`src/rtl/lcd_write_sequencer_if.sv`:
```
// CPU custom-instruction slot and LCD pin bundle for the LCD write sequencer.
// The slave modport is the sequencer; the master modport is the CPU/board side.
interface lcd_write_sequencer_if;
  logic        clk_en;
  logic        start;
  logic [31:0] dataA;
  logic [31:0] dataB;
  logic        done;
  logic [31:0] result;
  logic        lcd_rs;
  logic        lcd_rw;
  logic        lcd_en;
  logic [7:0]  lcd_data;

  modport slave (
    input  clk_en, start, dataA, dataB,
    output done, result, lcd_rs, lcd_rw, lcd_en, lcd_data
  );

  modport master (
    output clk_en, start, dataA, dataB,
    input  done, result, lcd_rs, lcd_rw, lcd_en, lcd_data
  );
endinterface

```
`src/rtl/lcd_write_sequencer.sv`:
```
// Sequences one HD44780 write (setup, EN pulse, hold, exec wait), then a 1-cycle done.
// Latency T_SETUP+T_EN+T_HOLD+wait+1 enabled cycles; clk_en=0 stalls all state; busy starts are dropped.
module lcd_write_sequencer #(
  parameter int T_SETUP      = 2,
  parameter int T_EN         = 12,
  parameter int T_HOLD       = 2,
  parameter int T_WAIT_SHORT = 2000,
  parameter int T_WAIT_LONG  = 80000
) (
  input  logic                  clk,
  input  logic                  reset,
  lcd_write_sequencer_if.slave  bus
);

  localparam logic [19:0] CNT_SETUP = 20'(T_SETUP);
  localparam logic [19:0] CNT_EN    = 20'(T_EN);
  localparam logic [19:0] CNT_HOLD  = 20'(T_HOLD);
  localparam logic [19:0] CNT_SHORT = 20'(T_WAIT_SHORT);
  localparam logic [19:0] CNT_LONG  = 20'(T_WAIT_LONG);

  typedef enum logic [2:0] {
    S_IDLE,
    S_SETUP,
    S_PULSE,
    S_HOLD,
    S_WAIT,
    S_DONE
  } state_t;

  state_t      state_q, state_d;
  logic [19:0] cnt_q, cnt_d;
  logic        rs_q, rs_d;
  logic [7:0]  byte_q, byte_d;
  logic [31:0] result_q, result_d;
  logic        lcd_en_q, lcd_en_d;
  logic        done_q, done_d;
  logic        long_wait;
  logic        cnt_last;

  // Clear display / return home need the long execution time.
  assign long_wait = !rs_q && (byte_q == 8'h01 || byte_q == 8'h02 || byte_q == 8'h03);
  assign cnt_last  = (cnt_q == 20'd1);

  always_comb begin
    state_d  = state_q;
    cnt_d    = cnt_q;
    rs_d     = rs_q;
    byte_d   = byte_q;
    result_d = result_q;
    if (bus.clk_en) begin
      case (state_q)
        S_IDLE: begin
          if (bus.start) begin
            rs_d    = bus.dataA[0];
            byte_d  = bus.dataB[7:0];
            cnt_d   = CNT_SETUP;
            state_d = S_SETUP;
          end
        end
        S_SETUP: begin
          if (cnt_last) begin
            cnt_d   = CNT_EN;
            state_d = S_PULSE;
          end else begin
            cnt_d = cnt_q - 20'd1;
          end
        end
        S_PULSE: begin
          if (cnt_last) begin
            cnt_d   = CNT_HOLD;
            state_d = S_HOLD;
          end else begin
            cnt_d = cnt_q - 20'd1;
          end
        end
        S_HOLD: begin
          if (cnt_last) begin
            cnt_d   = long_wait ? CNT_LONG : CNT_SHORT;
            state_d = S_WAIT;
          end else begin
            cnt_d = cnt_q - 20'd1;
          end
        end
        S_WAIT: begin
          if (cnt_last) begin
            cnt_d    = 20'd0;
            result_d = {23'd0, rs_q, byte_q};
            state_d  = S_DONE;
          end else begin
            cnt_d = cnt_q - 20'd1;
          end
        end
        S_DONE: begin
          state_d = S_IDLE;
        end
        default: begin
          cnt_d   = 20'd0;
          state_d = S_IDLE;
        end
      endcase
    end
    // Registered strobes keep the LCD pins glitch-free and hold through stalls.
    lcd_en_d = (state_d == S_PULSE);
    done_d   = (state_d == S_DONE);
  end

  always_ff @(posedge clk or posedge reset) begin
    if (reset) begin
      state_q  <= S_IDLE;
      cnt_q    <= 20'd0;
      rs_q     <= 1'b0;
      byte_q   <= 8'd0;
      result_q <= 32'd0;
      lcd_en_q <= 1'b0;
      done_q   <= 1'b0;
    end else begin
      state_q  <= state_d;
      cnt_q    <= cnt_d;
      rs_q     <= rs_d;
      byte_q   <= byte_d;
      result_q <= result_d;
      lcd_en_q <= lcd_en_d;
      done_q   <= done_d;
    end
  end

  assign bus.done     = done_q;
  assign bus.result   = result_q;
  assign bus.lcd_rs   = rs_q;
  assign bus.lcd_rw   = 1'b0;
  assign bus.lcd_en   = lcd_en_q;
  assign bus.lcd_data = byte_q;

  logic unused_bits;
  assign unused_bits = ^{bus.dataA[31:1], bus.dataB[31:8]};

endmodule

```
`src/flat_wrapper.sv`:
```
// flat-port wrapper written by rule: the top's interface ports become plain ports
module lcd_write_sequencer_flat 
#(
  parameter int T_SETUP      = 2,
  parameter int T_EN         = 12,
  parameter int T_HOLD       = 2,
  parameter int T_WAIT_SHORT = 2000,
  parameter int T_WAIT_LONG  = 80000
)
  (clk, reset, bus_clk_en, bus_start, bus_dataA, bus_dataB, bus_done, bus_result, bus_lcd_rs, bus_lcd_rw, bus_lcd_en, bus_lcd_data);
  lcd_write_sequencer_if bus_i ();
  input  logic clk;
  input  logic reset;
  input wire logic [$bits(bus_i.clk_en)-1:0] bus_clk_en;
  input wire logic [$bits(bus_i.start)-1:0] bus_start;
  input wire logic [$bits(bus_i.dataA)-1:0] bus_dataA;
  input wire logic [$bits(bus_i.dataB)-1:0] bus_dataB;
  output wire logic [$bits(bus_i.done)-1:0] bus_done;
  output wire logic [$bits(bus_i.result)-1:0] bus_result;
  output wire logic [$bits(bus_i.lcd_rs)-1:0] bus_lcd_rs;
  output wire logic [$bits(bus_i.lcd_rw)-1:0] bus_lcd_rw;
  output wire logic [$bits(bus_i.lcd_en)-1:0] bus_lcd_en;
  output wire logic [$bits(bus_i.lcd_data)-1:0] bus_lcd_data;
  assign bus_i.clk_en = bus_clk_en;
  assign bus_i.start = bus_start;
  assign bus_i.dataA = bus_dataA;
  assign bus_i.dataB = bus_dataB;
  assign bus_done = bus_i.done;
  assign bus_result = bus_i.result;
  assign bus_lcd_rs = bus_i.lcd_rs;
  assign bus_lcd_rw = bus_i.lcd_rw;
  assign bus_lcd_en = bus_i.lcd_en;
  assign bus_lcd_data = bus_i.lcd_data;
  lcd_write_sequencer #(.T_SETUP(T_SETUP), .T_EN(T_EN), .T_HOLD(T_HOLD), .T_WAIT_SHORT(T_WAIT_SHORT), .T_WAIT_LONG(T_WAIT_LONG)) u_core (.clk(clk), .reset(reset), .bus(bus_i));
endmodule
```
`config.mk`:
```
export PLATFORM = sky130hd
export DESIGN_NAME = lcd_write_sequencer_flat
export DESIGN_NICKNAME = d
export VERILOG_FILES = /design/src/rtl/lcd_write_sequencer_if.sv /design/src/rtl/lcd_write_sequencer.sv /design/src/flat_wrapper.sv
export SDC_FILE = /design/constraint.sdc
export NUM_CORES = 1
export LEC_CHECK = 0
export ABC_AREA = 1
export BUFFER_PORTS_ARGS = -buffer_cell sky130_fd_sc_hd__buf_2
export CORE_ASPECT_RATIO = 0.75
export CORE_MARGIN = 2
export CORE_UTILIZATION = 44
export DETAILED_ROUTE_END_ITERATION = 16
export MAX_ROUTING_LAYER = met4
export PLACE_DENSITY = 0.88
export SYNTH_ARGS = -nofsm -noshare
export SYNTH_HDL_FRONTEND = slang
export SYNTH_SLANG_ARGS = --single-unit
```
`constraint.sdc`:
```
create_clock -name clk -period 1.8 [get_ports clk]
set_clock_uncertainty 0.2 [all_clocks]
set_input_delay 0 -clock clk [delete_from_list [all_inputs] [get_ports clk]]
set_output_delay 0 -clock clk [all_outputs]
set_load 0.1 [all_outputs]
```
### Word-level counts from Yosys, hierarchy flattened

Index checks and enable logic that the tools add are counted.

* latch bits: 0
* bits in registers: 43
* memory bits (read-only): 0
* bits in writable memories: 0
* output and inout bits: 44
* memories kept: 0

* divide/modulo/power cells: 0
* bitwise operators: 1
* multiply operators: 0
* eq/ne operators: 12
* shift operators: 0
* add/subtract/negate cells: 1
* reduce and logical (&&, ||, !) cells: 8
* order comparisons: 0
* mux-type cells: 14

Operators by type and width (count)
* $pmux 20 s6: 1
* $mux 20: 5
* $eq 20x1->1 const B: 1
* $sub 20x1->20 const B: 1
* $mux 3: 6
* $mux 17: 1
* $eq 8x2->1 const B: 2
* $pmux 3 s5: 1
* $eq 3x2->1 const B: 3
* $eq 3x3->1 const B: 3
* $reduce_and 3->1: 3
* $eq 8x1->1 const B: 1
* $eq 3x1->1 const B: 1
* $logic_not 3->1: 1
* $logic_or 1x1->1: 2
* $ne 2x2->1 const B: 1
* $logic_and 1x1->1: 1
* $logic_not 1->1: 1
* $not 1->1: 1

### Longest topological paths before layout

* depth after elaboration: 7
* depth in mapped cells: 11
* gate-level depth less buffers: 11

### Worst setup path before layout

OpenSTA, ideal clock, no wires.

* path kind: register to register
* start: reg u_core.byte_q[1] (netlist: u_core.bus.lcd_data[1])
* end: reg u_core.cnt_q[13]
* stages on the path, launching flop included: 9
* slack: -316 ps
* arrival time: 1842 ps
* data required time: 1526 ps
* period minus slack after synthesis: 2116 ps
* cell sequence: dfrtp_1 > inv_1 > nand2_1 > nand4_1 > nor2_8 > nand2_2 > o21ai_1 > nand2_1 > o21ai_2

* longest elaborated chain between the ends: 7

Ends and longest elaborated chain
* start, declared: line lcd_write_sequencer.sv:33 `logic [7:0] byte_q, byte_d;`
* start signal, assigned: line lcd_write_sequencer.sv:120 `byte_q <= byte_d;`
* $eq 8x1->1 / $eq 8x2->1 (equally long branches): line lcd_write_sequencer.sv:41 `assign long_wait = !rs_q && (byte_q == 8'h01 || byte_q == 8'h02 || byte_q == 8'h03);`
* $logic_or 1x1->1: line lcd_write_sequencer.sv:41
* $logic_or 1x1->1 (*): line lcd_write_sequencer.sv:41
* $logic_and 1x1->1 (*): line lcd_write_sequencer.sv:41
* $mux 17 (*): line lcd_write_sequencer.sv:78 `cnt_d = long_wait ? CNT_LONG : CNT_SHORT;`
* $mux 20 (*): line lcd_write_sequencer.sv:77 `if (cnt_last) begin`
* $pmux 20 s6 (*): line lcd_write_sequencer.sv:51 `case (state_q)`
* end signal, assigned: line lcd_write_sequencer.sv:118 `cnt_q <= cnt_d;`
* end, declared: line lcd_write_sequencer.sv:31 `logic [19:0] cnt_q, cnt_d;`

Mark *: on every way between the ends. The rest lies on a longest branch, timed or not.
A chain may end at the register's enable or synchronous reset.

### Worst setup path after layout

* start: reg u_core.cnt_q[1]
* end: reg u_core.cnt_q[6]

* longest elaborated chain between the ends: 3

Ends and longest elaborated chain (line)
* $sub 20x1->20 / $eq 20x1->1 (equally long branches)
* $mux 20 (on tied branches)
* $pmux 20 s6 (*): lcd_write_sequencer.sv:51

Marked as above.

==> results.sh <==
export IMPL_result_of_the_run="finished with violations"
export IMPL_violated_checks="negative setup slack"
export IMPL_max_slew_margin_pct=48.5
export IMPL_final_setup_worst_slack_ns=-0.125
export IMPL_rr_worst_depth=12
export IMPL_synthesis_instances=348
export IMPL_timing_final_setup_violations=29
export IMPL_ir_drop_uv=966
export IMPL_globalRoute_totalOverflow=0
export IMPL_critPathArrivalTime_ns=1.92
export IMPL_drt_iter0_markers=246
export IMPL_critPathMaxFanout=6
export IMPL_slew_at_the_pin_closest_to_its_max_slew_limit_ns=0.772
export IMPL_post_route_drc_count=0
export IMPL_rsz_0062_raised_after_global_routing="true"
export IMPL_synth_largest_area_cell="dfrtp_1"
export IMPL_wl_per_cell_um=14.4
export IMPL_wl_met1_mm=2.88
export IMPL_worst_r2r_endpoint="u_core.cnt_q[6]"
export IMPL_rows=24
export IMPL_finalPower_mw=6.72
export IMPL_grt_first_pass_wirelength_mm=11.5
export IMPL_routability_congestion=0.964
export IMPL_drt_first_pass_iters=5
export IMPL_dieWidth_um=95.1
export IMPL_timing_hold_violations_final=0
export IMPL_timing_final_crit_share_pct=107
export IMPL_power_static_leakage_nw=1.91
export IMPL_nNetsFinal=501
export IMPL_drt_wl_total_mm=7.32
export IMPL_dp_hpwl_mm=4.71
export IMPL_final_antenna_net_count=0
export IMPL_routed_wl_met3_um=541
export IMPL_crit_required_ns=1.80
export IMPL_io_pins=112
export IMPL_cts_inserted_buffers=5
export IMPL_ratio_of_total_power_to_cell_area_nw_per_um2=1870
export IMPL_multi_input_area_sq_um=1470
export IMPL_routed_wl_met2_mm=3.67
export IMPL_cp_end_kind="flip-flop"
export IMPL_first_global_vias=2503
export IMPL_period_minus_slack_ns=1.92
export IMPL_largest_net_degree_at_the_start_of_global_routing=22
export IMPL_async_reset_ff_share_pct=100
export IMPL_post_synth_top_count_cell="nand2_1"
export IMPL_yosysWarningCount=0
export IMPL_r2r_setup_slack_ns=-0.12
export IMPL_setup_worst_path_class="flip-flop to flip-flop"
export IMPL_flow_area_growth_from_synthesis_pct=30.9
export IMPL_cts_sink_count=43
export IMPL_antennaDiodeCount=0
export IMPL_clock_latency_ns=0.31
export IMPL_synth_edf_count=0
export IMPL_ys_ff_latch=43
export IMPL_port_buffers=32
export IMPL_cts_tree="yes"
export IMPL_fraction_of_final_layout_cells_sized_beyond_drive_strength_1_pct=36.1
export IMPL_number_of_different_library_cells_in_the_post_synthesis_netlist=34
export IMPL_dominantRegCellSynth="dfrtp_1"
export IMPL_floorplan_core_area_sq_um=5920
export IMPL_cts_root_buffer="clkbuf_8"
export IMPL_postSynthAreaPerCell_sq_um=7.88
export IMPL_critPathLaunchType="flip-flop"
export IMPL_clock_tree_htree_level_count=2
export IMPL_clock_path_buffers=2
export IMPL_synth_seq_area_share_pct=39.3
export IMPL_dp_worst_setup_slack_ns=-0.152
export IMPL_post_synth_main_area_contributors="dfrtp_1, nand2_1, buf_4"
export IMPL_fmaxAchievable_ghz=0.520
export IMPL_groute_usage_overall_pct=22.2
export IMPL_antenna_found_initial=0
export IMPL_synth_area_sq_um=2740
export IMPL_design_die_area_sq_um=6880
export IMPL_detailroute_via_count=2596
export IMPL_cap_violations=0
export IMPL_postLayoutCellArea_sq_um=3590
export IMPL_r2r_start="u_core.cnt_q[1]"
export IMPL_vias_per_cell=5.09
export IMPL_slew_violations=0
export IMPL_hold_path_class="primary input to async pin"
export IMPL_register_area_sq_um=1090
export IMPL_yosysTopAreaCellShare_pct=39.3
export IMPL_nFillCells=431
export IMPL_top_layer="met4"
export IMPL_initial_utilization_pct=46.3
export IMPL_placement_cell_area_sq_um=3110
export IMPL_cts_clk_pin_slew_worst_paths_ns=0.10
export IMPL_layout_core_utilization_pct=60.7
export IMPL_die_height_um=72.4
export IMPL_holdWs_ns=0.163
export IMPL_synth_common_cells="nand2_1, nor2_1, dfrtp_1"
[cells in the final DEF (no fill, tap or decap), types with 6 or more instances in the layout]
cell type      synthesis  layout
xor2_1                 8       7
a21oi_1               13      13
nor2_1                45      40
dlygate4sd3_1          0      12
buf_2                  1      32
nor2_2                 4       7
inv_1                 33      32
conb_1                 1      24
o21ai_2               11      14
o21ai_0                9       6
nand3_1               13      11
buf_4                 27      34
nand2_1               84      75
dfrtp_2                0       9
nand2_2                8      16
dfrtp_1               43      32
[timing repair]
action,CTS,global route
hold buffers,11,1
resized for setup,23,16
buffers inserted,8,1
endpoints found under the hold margin,30,9
endpoints found under the setup margin,28,32
cloned,1,0
pin swaps,7,8
[power breakdown]
group | total (mW) | switching, mW | leakage [nW] | internal (mW)
Combinational | 4.23 | 2.96 | 1.30 | 1.27
Clock | 0.910 | 0.356 | 0.0644 | 0.554
Sequential | 1.58 | 0.292 | 0.546 | 1.29
Total | 6.72 | 3.61 | 1.91 | 3.11
[per-stage QoR]
| step | setup TNS (ns) | std cells |
|---|---|---|
| after floorplan | 0 | 371 |
| after global placement | -0.137 | 480 |
| after detailed placement | -2.20 | 480 |
| after CTS | -0.194 | 508 |
| after global routing | -5.20 | 510 |
| final | -2.46 | 510 |
[how the worst max path moves through the flow]
stage | from | depth (start not counted) | slack, ns | endpoint
global route | u_core.cnt_q[1] | 12 | -0.22 | u_core.cnt_q[6]
global placement | u_core.cnt_q[1] | 11 | -0.04 | u_core.cnt_q[13]
CTS | u_core.cnt_q[1] | 12 | -0.05 | u_core.cnt_q[13]
finish | u_core.cnt_q[1] | 12 | -0.12 | u_core.cnt_q[6]
detailed placement | u_core.cnt_q[1] | 11 | -0.15 | u_core.cnt_q[13]
floorplan | u_core.cnt_q[1] | 10 | 0.02 | u_core.bus.result[0]
[worst max-delay path: stages (launching register included)]
cell,delay (ns)
dfrtp_1,0.41
inv_2,0.09
ha_4,0.15
nand3_4,0.08
nor2_4,0.12
buf_6,0.11
nand3_4,0.12
nand2_1,0.15
nand2_1,0.10
nand2_1,0.13
nor2_4,0.07
nand2_1,0.06
nand2_1,0.05
[final cells by class]
type / count / share of cell area (%)
sequential: 43 / 30.5
tap: 78 / 2.72
clock inverter: 3 / 1.88
multi-input combinational: 258 / 41.0
timing repair buffer: 85 / 18.1
inverter: 38 / 3.97
clock buffer: 5 / 1.92
[per-layer routing]
layer	vias up	track usage, %
li1	1213	-
met1	1227	27.8
met2	127	37.2
met3	29	3.12
met4	0	7.41
met5	-	-
[flip-flops by register name (all words and copies together) (netlist names)]
| signal | count |
|---|---|
| u_core.bus.done | 1 |
| u_core.bus.lcd_data | 8 |
| u_core.bus.lcd_en | 1 |
| u_core.bus.lcd_rs | 1 |
| u_core.bus.result | 9 |
| u_core.cnt_q | 20 |
| u_core.state_q | 3 |
[cells by family after synthesis]
group | Yosys count | share of synthesized area, %
adder cells (fa/ha/maj) | 2 | 0.913
flip-flops | 43 | 39.3
AND/OR/NAND/NOR | 175 | 30.7
buffers and inverters | 70 | 14.4
AO/OA/AOI/OAI | 46 | 11.0
other | 1 | 0.137
XOR/XNOR | 11 | 3.51
No activity file was read; power rests on OpenSTA's default activity.
